`src/rtl/cv32e40p_tmr_fault_manager.sv`:
```
// Fault manager beside a TMR voter: classifies votes, drives replica resync,
// disables a persistently failing replica and escalates to a sticky fatal state.
module cv32e40p_tmr_fault_manager #(
  parameter int unsigned CNT_W     = 8,
  parameter int unsigned RETRY_MAX = 3,
  parameter int unsigned TIMEOUT   = 64,
  parameter int unsigned CLEAN_WIN = 256
) (
  input  logic             clk,
  input  logic             rst,
  input  logic             valid_i,
  input  logic             err_detected_1_i,
  input  logic             err_detected_2_i,
  input  logic             err_detected_3_i,
  input  logic             err_corrected_i,
  output logic             resync_req_o,
  output logic [1:0]       resync_id_o,
  input  logic             resync_ack_i,
  output logic [2:0]       replica_dis_o,
  output logic [1:0]       state_o,
  output logic             fatal_o,
  output logic [CNT_W-1:0] err_cnt_1_o,
  output logic [CNT_W-1:0] err_cnt_2_o,
  output logic [CNT_W-1:0] err_cnt_3_o
);

  localparam int unsigned RW = $clog2(RETRY_MAX + 2);
  localparam int unsigned CW = $clog2(CLEAN_WIN + 1);
  localparam int unsigned TW = $clog2(TIMEOUT + 1);
  localparam logic [RW-1:0] RETRY_LIM  = RW'(RETRY_MAX);
  localparam logic [CW-1:0] CLEAN_LAST = CW'(CLEAN_WIN - 1);
  localparam logic [TW-1:0] TMO_LAST   = TW'(TIMEOUT - 1);

  typedef enum logic [1:0] {
    ST_NORMAL   = 2'b00,
    ST_RESYNC   = 2'b01,
    ST_DEGRADED = 2'b10,
    ST_FAIL     = 2'b11
  } state_t;

  state_t           state_q, state_d;
  logic             req_q, req_d;
  logic [1:0]       id_q, id_d;
  logic [2:0]       dis_q, dis_d;
  logic             fatal_q, fatal_d;
  logic [CNT_W-1:0] cnt_q   [3];
  logic [CNT_W-1:0] cnt_d   [3];
  logic [RW-1:0]    retry_q [3];
  logic [RW-1:0]    retry_d [3];
  logic [CW-1:0]    clean_q, clean_d;
  logic [TW-1:0]    tmo_q, tmo_d;

  logic [2:0] flags, single_vec, id_oh, dis_req;
  logic       onehot, single, clean, uncorr, go_fail;

  // Any non-empty flag pattern that is not a corrected single error is uncorrectable.
  assign flags      = {err_detected_3_i, err_detected_2_i, err_detected_1_i};
  assign onehot     = (flags == 3'b001) || (flags == 3'b010) || (flags == 3'b100);
  assign single     = valid_i && err_corrected_i && onehot;
  assign single_vec = single ? flags : 3'b000;
  assign clean      = valid_i && (flags == 3'b000);
  assign uncorr     = valid_i && !clean && !single;
  assign id_oh      = {id_q == 2'd3, id_q == 2'd2, id_q == 2'd1};

  always_comb begin
    state_d = state_q;
    req_d   = req_q;
    id_d    = id_q;
    dis_d   = dis_q;
    fatal_d = fatal_q;
    cnt_d   = cnt_q;
    retry_d = retry_q;
    clean_d = clean_q;
    tmo_d   = tmo_q;
    go_fail = 1'b0;
    dis_req = 3'b000;

    if (state_q != ST_FAIL) begin
      for (int unsigned k = 0; k < 3; k++) begin
        if (single_vec[k] && (cnt_q[k] != '1)) cnt_d[k] = cnt_q[k] + 1'b1;
      end
      if (valid_i && !clean) clean_d = '0;
    end

    unique case (state_q)
      ST_NORMAL: begin
        if (uncorr) begin
          go_fail = 1'b1;
        end else if (single) begin
          for (int unsigned k = 0; k < 3; k++) begin
            if (single_vec[k]) begin
              retry_d[k] = retry_q[k] + 1'b1;
              if (retry_d[k] > RETRY_LIM) begin
                dis_req[k] = 1'b1;
              end else begin
                req_d   = 1'b1;
                id_d    = 2'(k + 1);
                tmo_d   = '0;
                state_d = ST_RESYNC;
              end
            end
          end
        end else if (clean) begin
          if (clean_q == CLEAN_LAST) begin
            clean_d = '0;
            retry_d = '{default: '0};
          end else begin
            clean_d = clean_q + 1'b1;
          end
        end
      end
      ST_RESYNC: begin
        if (uncorr || |(single_vec & ~id_oh)) begin
          go_fail = 1'b1;
        end else if (resync_ack_i) begin
          req_d   = 1'b0;
          id_d    = 2'd0;
          state_d = ST_NORMAL;
        end else if (tmo_q == TMO_LAST) begin
          dis_req = id_oh;
          req_d   = 1'b0;
          id_d    = 2'd0;
        end else begin
          tmo_d = tmo_q + 1'b1;
        end
      end
      ST_DEGRADED: begin
        if (uncorr || |(single_vec & ~dis_q)) go_fail = 1'b1;
      end
      default: ;
    endcase

    // A second disable can never be honoured; it escalates instead.
    if (|dis_req) begin
      if (|dis_q) begin
        go_fail = 1'b1;
      end else begin
        dis_d   = dis_req;
        state_d = ST_DEGRADED;
      end
    end

    if (go_fail) begin
      state_d = ST_FAIL;
      fatal_d = 1'b1;
      req_d   = 1'b0;
      id_d    = 2'd0;
    end
  end

  always_ff @(posedge clk) begin
    if (rst) begin
      state_q <= ST_NORMAL;
      req_q   <= 1'b0;
      id_q    <= 2'd0;
      dis_q   <= '0;
      fatal_q <= 1'b0;
      cnt_q   <= '{default: '0};
      retry_q <= '{default: '0};
      clean_q <= '0;
      tmo_q   <= '0;
    end else begin
      state_q <= state_d;
      req_q   <= req_d;
      id_q    <= id_d;
      dis_q   <= dis_d;
      fatal_q <= fatal_d;
      cnt_q   <= cnt_d;
      retry_q <= retry_d;
      clean_q <= clean_d;
      tmo_q   <= tmo_d;
    end
  end

  assign resync_req_o  = req_q;
  assign resync_id_o   = id_q;
  assign replica_dis_o = dis_q;
  assign state_o       = state_q;
  assign fatal_o       = fatal_q;
  assign err_cnt_1_o   = cnt_q[0];
  assign err_cnt_2_o   = cnt_q[1];
  assign err_cnt_3_o   = cnt_q[2];

endmodule

```
`config.mk`:
```
export PLATFORM = sky130hd
export DESIGN_NAME = cv32e40p_tmr_fault_manager
export DESIGN_NICKNAME = d
export VERILOG_FILES = /design/src/rtl/cv32e40p_tmr_fault_manager.sv
export SDC_FILE = /design/constraint.sdc
export NUM_CORES = 1
export LEC_CHECK = 0
export ABC_AREA = 1
export CAP_MARGIN = 20
export CORE_MARGIN = 4
export CORE_UTILIZATION = 54
export DETAILED_ROUTE_END_ITERATION = 12
export HOLD_SLACK_MARGIN = 0.05
export PLACE_DENSITY = 0.77
export SYNTH_ARGS = -nofsm -noshare
export SYNTH_HDL_FRONTEND = slang
export SYNTH_SLANG_ARGS = --single-unit
```
`constraint.sdc`:
```
create_clock -name clk -period 2.1 [get_ports clk]
set_input_delay 0.315 -clock clk [delete_from_list [all_inputs] [get_ports clk]]
set_output_delay 0.315 -clock clk [all_outputs]
set_load 0.02 [all_outputs]
```
==> flow_summary_export.csv, run 1 <==
group,metric,value,unit
run,max-cap-violations,0,
pwr,vdd_ir_drop_max,0.4584,mV
cells_and_area,design_area,0.004059,sq mm
hold_path,hold_start,"tmo_q[6]$_SDFFE_PP0P_",
pwr,cellPowerDensity,679.5,mW/mm^2
floorplanning,io_pins,41,
grt,grt_usage,0.2154,
outcome,status,"completed",
logic_synthesis,yosys.area.top_type,"dfxtp_1",
logic_synthesis,synth-edff-count,0,
routing,ant_nets,0,
worst_setup_path,startpoint_type,"flip-flop",
worst_setup_path,reg2reg_slack,170,ps
cells_and_area,num-fill-cells,474,
hold_path,hp-class,"flip-flop to flip-flop",
placement,placed_cell_area,0.003789,sq mm
clock_network,clock_sinks,58,
cells_and_area,final_nets,547,
worst_setup_path,endpoint_kind,"flip-flop",
grt,antenna_found_initial,0,
logic_synthesis,ys.flop_type,"dfxtp_1",
worst_setup_path,rr_worst_depth,12,
logic_synthesis,yosys.area.top_type_share,0.3678,
timing,rsz0062_at_grt,"no",
floorplanning,initial_core_util,0.5663,
logic_synthesis,ys_top_cells_by_area,"dfxtp_1 (37%), nand2_1 (10%), inv_1 (7.1%)",
hold_path,min_to,"tmo_q[6]$_SDFFE_PP0P_",
worst_setup_path,r2r_end,"tmo_q[0]$_SDFFE_PP0P_",
logic_synthesis,synth.net_count,479,
routing,finalWirelength,7294,um
timing,slew_headroom,0.7651,
timing,layout_min_cycle_time,1928,ps
cells_and_area,drive_above_1_share,0.1370,
floorplanning,die_height,84.46,um
timing,clock.fmax,0.5187,GHz
routing,vias,3112,
placement,dp_cells,588,
pwr,leakagePower,1.713,nW
worst_setup_path,critical_path_class,"flip-flop to flip-flop",
grt,globalRouteOverflowTotal,0,
timing,worstMarginPinSlew,349.6,ps
logic_synthesis,syn_inst,460,
placement,port_buffers,40,
clock_network,clock_latency,340,ps
logic_synthesis,synth_seq_cells,58,
timing,maxSlewViolCount,0,
timing,hold_violations,0,
floorplanning,dieArea,0.007133,sq mm
hold_path,whs_path_depth,2,
floorplanning,num_rows,27,
cells_and_area,instances_no_fill,605,
clock_network,postCtsHoldBufs,0,
clock_network,cts_buffer_depth,2,
routing,vias_per_cell,5.144,
timing,fin_skew,6.511,ps
placement,place_hpwl,5446,um
grt,grt_pass1_wl,12680,um
routing,wl_per_cell,12.06,um
floorplanning,core_area,0.005574,sq mm
routing,drt_iter0_drc,132,
cells_and_area,area_delta_synth_final,28.58,%
clock_network,htreeDepth,3,
floorplanning,die_w,84.46,um
clock_network,clockRootBuffer,"clkbuf_8",
placement,gp_congestion,0.8987,
logic_synthesis,yosys.cell_types.count,39,
logic_synthesis,synth-warning-count,0,
worst_setup_path,cp.required,2380,ps
timing,finalCritPeriodShare,0.9181,
timing,setup_violations,0,
logic_synthesis,synth.avg_cell_area,6.863,sq um
logic_synthesis,ys_async_sr_fraction,0,
cells_and_area,antenna_cells,0,
routing,drc_errors,0,
routing,first_pass_iters,4,
clock_network,cts_buffers,9,
clock_network,cts_tree,"built",
grt,first_global_vias,2915,
worst_setup_path,rr_startpoint,"retry_q[3]$_SDFFE_PP0P_",
logic_synthesis,ys_seq_area_frac,0.3678,
grt,grt_max_degree,22,
clock_network,path_clk_slew,70,ps
logic_synthesis,syn_area,0.003157,sq mm
worst_setup_path,worstPathArrival,2210,ps
worst_setup_path,critPathMaxFanout,5,
## layout by cell type, fill, tap and decap left out, drive strengths merged, types with 11 or more instances in the layout
master	count
o21ai	30
buf	23
nand3	37
inv	66
nor2	67
a21oi	43
clkdlybuf4s50	40
dfxtp	58
nor3	14
ha	11
nand2	92
## layer usage
layer  GRT usage  wire length, um
met1      0.2687             3487
met2      0.3608             3384
met3     0.04711              312
met4     0.08777              109
met5           0                0
## worst max-delay path, cell delays in order (launching register included)
cell	delay [ps]
dfxtp_2	350
inv_1	60
ha_1	300
nor3_1	180
nor2_1	90
nand2_1	110
nand3_1	100
inv_1	80
nor2_1	70
o21ai_2	260
buf_4	160
nor2_1	30
nor2_1	80
## Yosys cell counts, types with 4 or more instances
master	number
nand4_1	7
inv_2	6
o21ai_0	26
xor2_1	4
nand2_1	86
nor3_1	14
nand3_1	35
inv_1	60
nand2_2	6
ha_1	11
nor2_1	58
nor2_2	5
nor2_4	4
clkbuf_1	4
dfxtp_1	58
a21oi_1	43
## per-stage QoR
step / TNS (ps) / worst slack [ps] / hold WS [ps] / power (mW) / utilization
floorplan: 0 / 438.7 / 405.7 / 1.366 / -
global placement: 0 / 15.05 / 433.4 / 1.480 / 0.6797
detailed placement: -225.8 / -51.42 / 446.7 / 1.484 / 0.6797
CTS: 0 / 114.1 / 455.8 / 2.781 / 0.7248
global route: 0 / 0.9592 / 480.6 / 2.872 / 0.7282
finish: 0 / 172.1 / 452.7 / 2.758 / 0.7282
## where the power goes
part / leakage, nW / switching [mW] / internal (mW)
clock: 0.119 / 0.471 / 0.822
combinational: 1.12 / 0.204 / 0.120
sequential: 0.470 / 0.0224 / 1.12
## sequential cells by signal, summed over array words and instances, names as in the netlist
register       cells
err_cnt_3_o        8
err_cnt_1_o        8
err_cnt_2_o        8
tmo_q              7
retry_q            9
resync_id_o        2
fatal_o            1
replica_dis_o      3
clean_q            9
resync_req_o       1
state_o            2
## worst max path at each step
stage / depth (start not counted) / slack [ps] / from / to
after floorplan: 11 / 440 / err_cnt_2_o[0]$_SDFFE_PP0P_ / err_cnt_2_o[5]$_SDFFE_PP0P_
after global placement: 13 / 20 / err_detected_2_i / state_o[0]$_SDFF_PP0_
after detailed placement: 12 / -50 / err_detected_1_i / state_o[1]$_SDFF_PP0_
after CTS: 10 / 110 / clean_q[0]$_SDFF_PP0_ / retry_q[1]$_SDFFE_PP0P_
after global routing: 11 / 1 / retry_q[3]$_SDFFE_PP0P_ / tmo_q[1]$_SDFFE_PP0P_
final: 12 / 170 / retry_q[3]$_SDFFE_PP0P_ / tmo_q[0]$_SDFFE_PP0P_
## cells by family after synthesis
group                      share of synthesized area
and+or+nand+nor                               0.3258
AOI/OAI and AO/OA                             0.1562
buffers and inverters                        0.08719
DFF                                           0.3678
adders and majority gates                    0.04360
xor gates and xnor gates                     0.01942
## cell type report
cell class	count	area, sq um	area share
clock buffer	10	137.6	0.03391
clock inverter	6	113.9	0.02805
inverter	67	251.5	0.06196
multi-input combinational	329	1728	0.4257
sequential	58	1165	0.2870
tap	72	90.09	0.02219
timing repair buffer	63	573.1	0.1412
## what timing repair did
action / CTS / global route
resized for setup: 0 / 7
endpoints found under the setup margin: 0 / 8
buffers inserted: 0 / 1
(Power assumes the default switching activity.)
==> run 2, diff against run 1 <==
--- a/config.mk
+++ b/config.mk
@@ -8,10 +8,10 @@
 export ABC_AREA = 1
 export CAP_MARGIN = 20
 export CORE_MARGIN = 4
-export CORE_UTILIZATION = 54
+export CORE_UTILIZATION = 50
 export DETAILED_ROUTE_END_ITERATION = 12
 export HOLD_SLACK_MARGIN = 0.05
-export PLACE_DENSITY = 0.77
+export PLACE_DENSITY = 0.72
 export SYNTH_ARGS = -nofsm -noshare
 export SYNTH_HDL_FRONTEND = slang
 export SYNTH_SLANG_ARGS = --single-unit
==> constraint.sdc (replaced) <==
create_clock -name clk -period 2.1 [get_ports clk]
set_input_delay 0.315 -clock clk [delete_from_list [all_inputs] [get_ports clk]]
set_output_delay 0.315 -clock clk [all_outputs]
set_load 0.05 [all_outputs]
==> run 2 against run 1 <==
Effect of this change: clock-buffer cell count increased by 1; critical path depth decreased by 1; clock power decreased by 18%; first-iteration DRC count decreased by 14%; global-route usage decreased by 0.34 points; clock skew about the same; cell count increased by 0.33%; die area increased by 7.2%; critical endpoint is now tmo_q[2]$_SDFFE_PP0P_; sequential power about the same; register-to-register slack got worse by 40 ps; via count increased by 0.29%.
==> flow_summary_export.csv, run 2 (synthesis gave the netlist of run 1 again) <==
group,metric,value,unit
cells_and_area,final_cell_mix,"nand2_1 (86), inv_1 (60), nor2_1 (57)",
placement,gp_congestion,0.9037,
worst_setup_path,worstPathArrival,2230,ps
timing,slew_headroom,0.6532,
run,max-cap-violations,0,
floorplanning,io_pins,41,
grt,grt_pass1_wl,13050,um
pwr,leakagePower,1.698,nW
routing,wl_per_cell,12.17,um
grt,grt_usage,0.2121,
timing,clock.fmax,0.5086,GHz
placement,port_buffers,40,
worst_setup_path,endpoint_kind,"flip-flop",
timing,finalCritPeriodShare,0.9363,
clock_network,cts_tree,"built",
floorplanning,die_height,87.46,um
worst_setup_path,startpoint_type,"flip-flop",
routing,ant_nets,0,
outcome,status,"completed",
hold_path,hp-class,"flip-flop to flip-flop",
placement,pre_cts_ws,-42.24,ps
floorplanning,die_w,87.46,um
floorplanning,initial_core_util,0.5239,
clock_network,cts_buffers,9,
worst_setup_path,slowest_delay,360,ps
clock_network,clock_sinks,58,
clock_network,htreeDepth,3,
timing,setup_slack,133.7,ps
grt,globalRouteOverflowTotal,0,
cells_and_area,final_common_cell,"nand2_1",
cells_and_area,design_area,0.004019,sq mm
timing,maxSlewViolCount,0,
hold_path,whs_path_depth,2,
placement,place_hpwl,5382,um
routing,vias_per_cell,5.142,
clock_network,cts_buffer_depth,2,
pwr,cellPowerDensity,635.4,mW/mm^2
routing,drc_errors,0,
floorplanning,dieArea,0.007648,sq mm
clock_network,cts_resized,0,
worst_setup_path,critPathMaxFanout,5,
clock_network,clock_latency,340,ps
cells_and_area,area_delta_synth_final,27.31,%
worst_setup_path,crit_slowest_cell,"dfxtp_2",
pwr,power,2.553,mW
grt,antenna_found_initial,0,
cells_and_area,final_nets,546,
timing,layout_min_cycle_time,1966,ps
clock_network,cts_setup_buffers,0,
routing,drt_iter0_drc,113,
pwr,vdd_ir_drop_max,0.5396,mV
floorplanning,num_rows,28,
timing,worstMarginPinSlew,518.6,ps
worst_setup_path,critical_path_class,"flip-flop to flip-flop",
timing,hold_violations,0,
cells_and_area,top_regs,"clean_q: 9 flops, retry_q: 9 flops",
worst_setup_path,crit_chain,"inv_1 -> ha_1 -> nor3_2 -> nor2_1 -> nand2_1 -> nand3_1 -> inv_1 -> nor2_1 -> o21ai_2 -> nand2_1 -> a21oi_1",
timing,fin_skew,6.345,ps
routing,first_pass_iters,4,
floorplanning,core_area,0.006026,sq mm
routing,finalWirelength,7385,um
cells_and_area,instances_no_fill,607,
placement,dp_cells,591,
grt,grt_max_degree,22,
timing,timing.hold.ws,446.6,ps
cells_and_area,drive_above_1_share,0.1410,
clock_network,postCtsHoldBufs,0,
timing,setup_violations,0,
cells_and_area,antenna_cells,0,
clock_network,path_clk_slew,70,ps
worst_setup_path,rr_worst_depth,11,
placement,placed_cell_area,0.003792,sq mm
clock_network,clockRootBuffer,"clkbuf_8",
worst_setup_path,cp.required,2370,ps
grt,first_global_vias,3025,
routing,vias,3121,
-- run 2: cell types whose count changed in the layout (fill, tap and decap cells not counted), sizes merged --
cell,before,now
bufinv,3,1
clkinv,2,4
buf,23,22
clkbuf,10,11
clkinvlp,2,1
-- run 2: final cells by class --
class	count	area, sq um
Timing Repair Buffer	62	565.5
Clock buffer	11	151.4
Multi-Input combinational cell	329	1738
Tap cell	75	93.84
Clock inverter	5	52.55
Inverter	67	251.5
Sequential cell	58	1166
Fill cell	527	2007
-- run 2: path summary, 6_finish.rpt --
path / from / endpoint / slack, ps
setup / recovery: retry_q[3]$_SDFFE_PP0P_ / tmo_q[2]$_SDFFE_PP0P_ / 130
hold / removal: tmo_q[6]$_SDFFE_PP0P_ / tmo_q[6]$_SDFFE_PP0P_ / 450
setup reg to reg: retry_q[3]$_SDFFE_PP0P_ / tmo_q[2]$_SDFFE_PP0P_ / 130
hold reg to reg: tmo_q[6]$_SDFFE_PP0P_ / tmo_q[6]$_SDFFE_PP0P_ / 450
-- run 2: worst max-delay path: cells and delay by family (launching register included) --
kind	cells	cell delay (ps)
AND/OR/NAND/NOR	6	630
AO/OA/AOI/OAI	2	430
adder cells (fa/ha/maj)	1	310
buffers and inverters	2	160
flip-flops	1	360
-- run 2: per-layer routing --
| metal | track usage | up-vias | routed length, um |
|---|---|---|---|
| met4 | 0.09344 | 0 | 110 |
| met5 | 0 | - | 0 |
| met2 | 0.3452 | 62 | 3422 |
| met3 | 0.04825 | 10 | 296 |
| li1 | - | 1642 | - |
| met1 | 0.2663 | 1407 | 3554 |
-- run 2: where the power goes --
group          leakage (nW)  switching (mW)  internal [mW]
registers             0.470          0.0240           1.12
clock network         0.105           0.452          0.606
logic                  1.12           0.234          0.118
total                  1.70           0.710           1.84
-- run 2: metrics by stage --
stage	TNS, ps	util
after global routing	-0.4035	0.6669
after CTS	0	0.6632
after detailed placement	-212.7	0.6294
final	0	0.6669
after global placement	0	0.6294
after floorplan	0	-
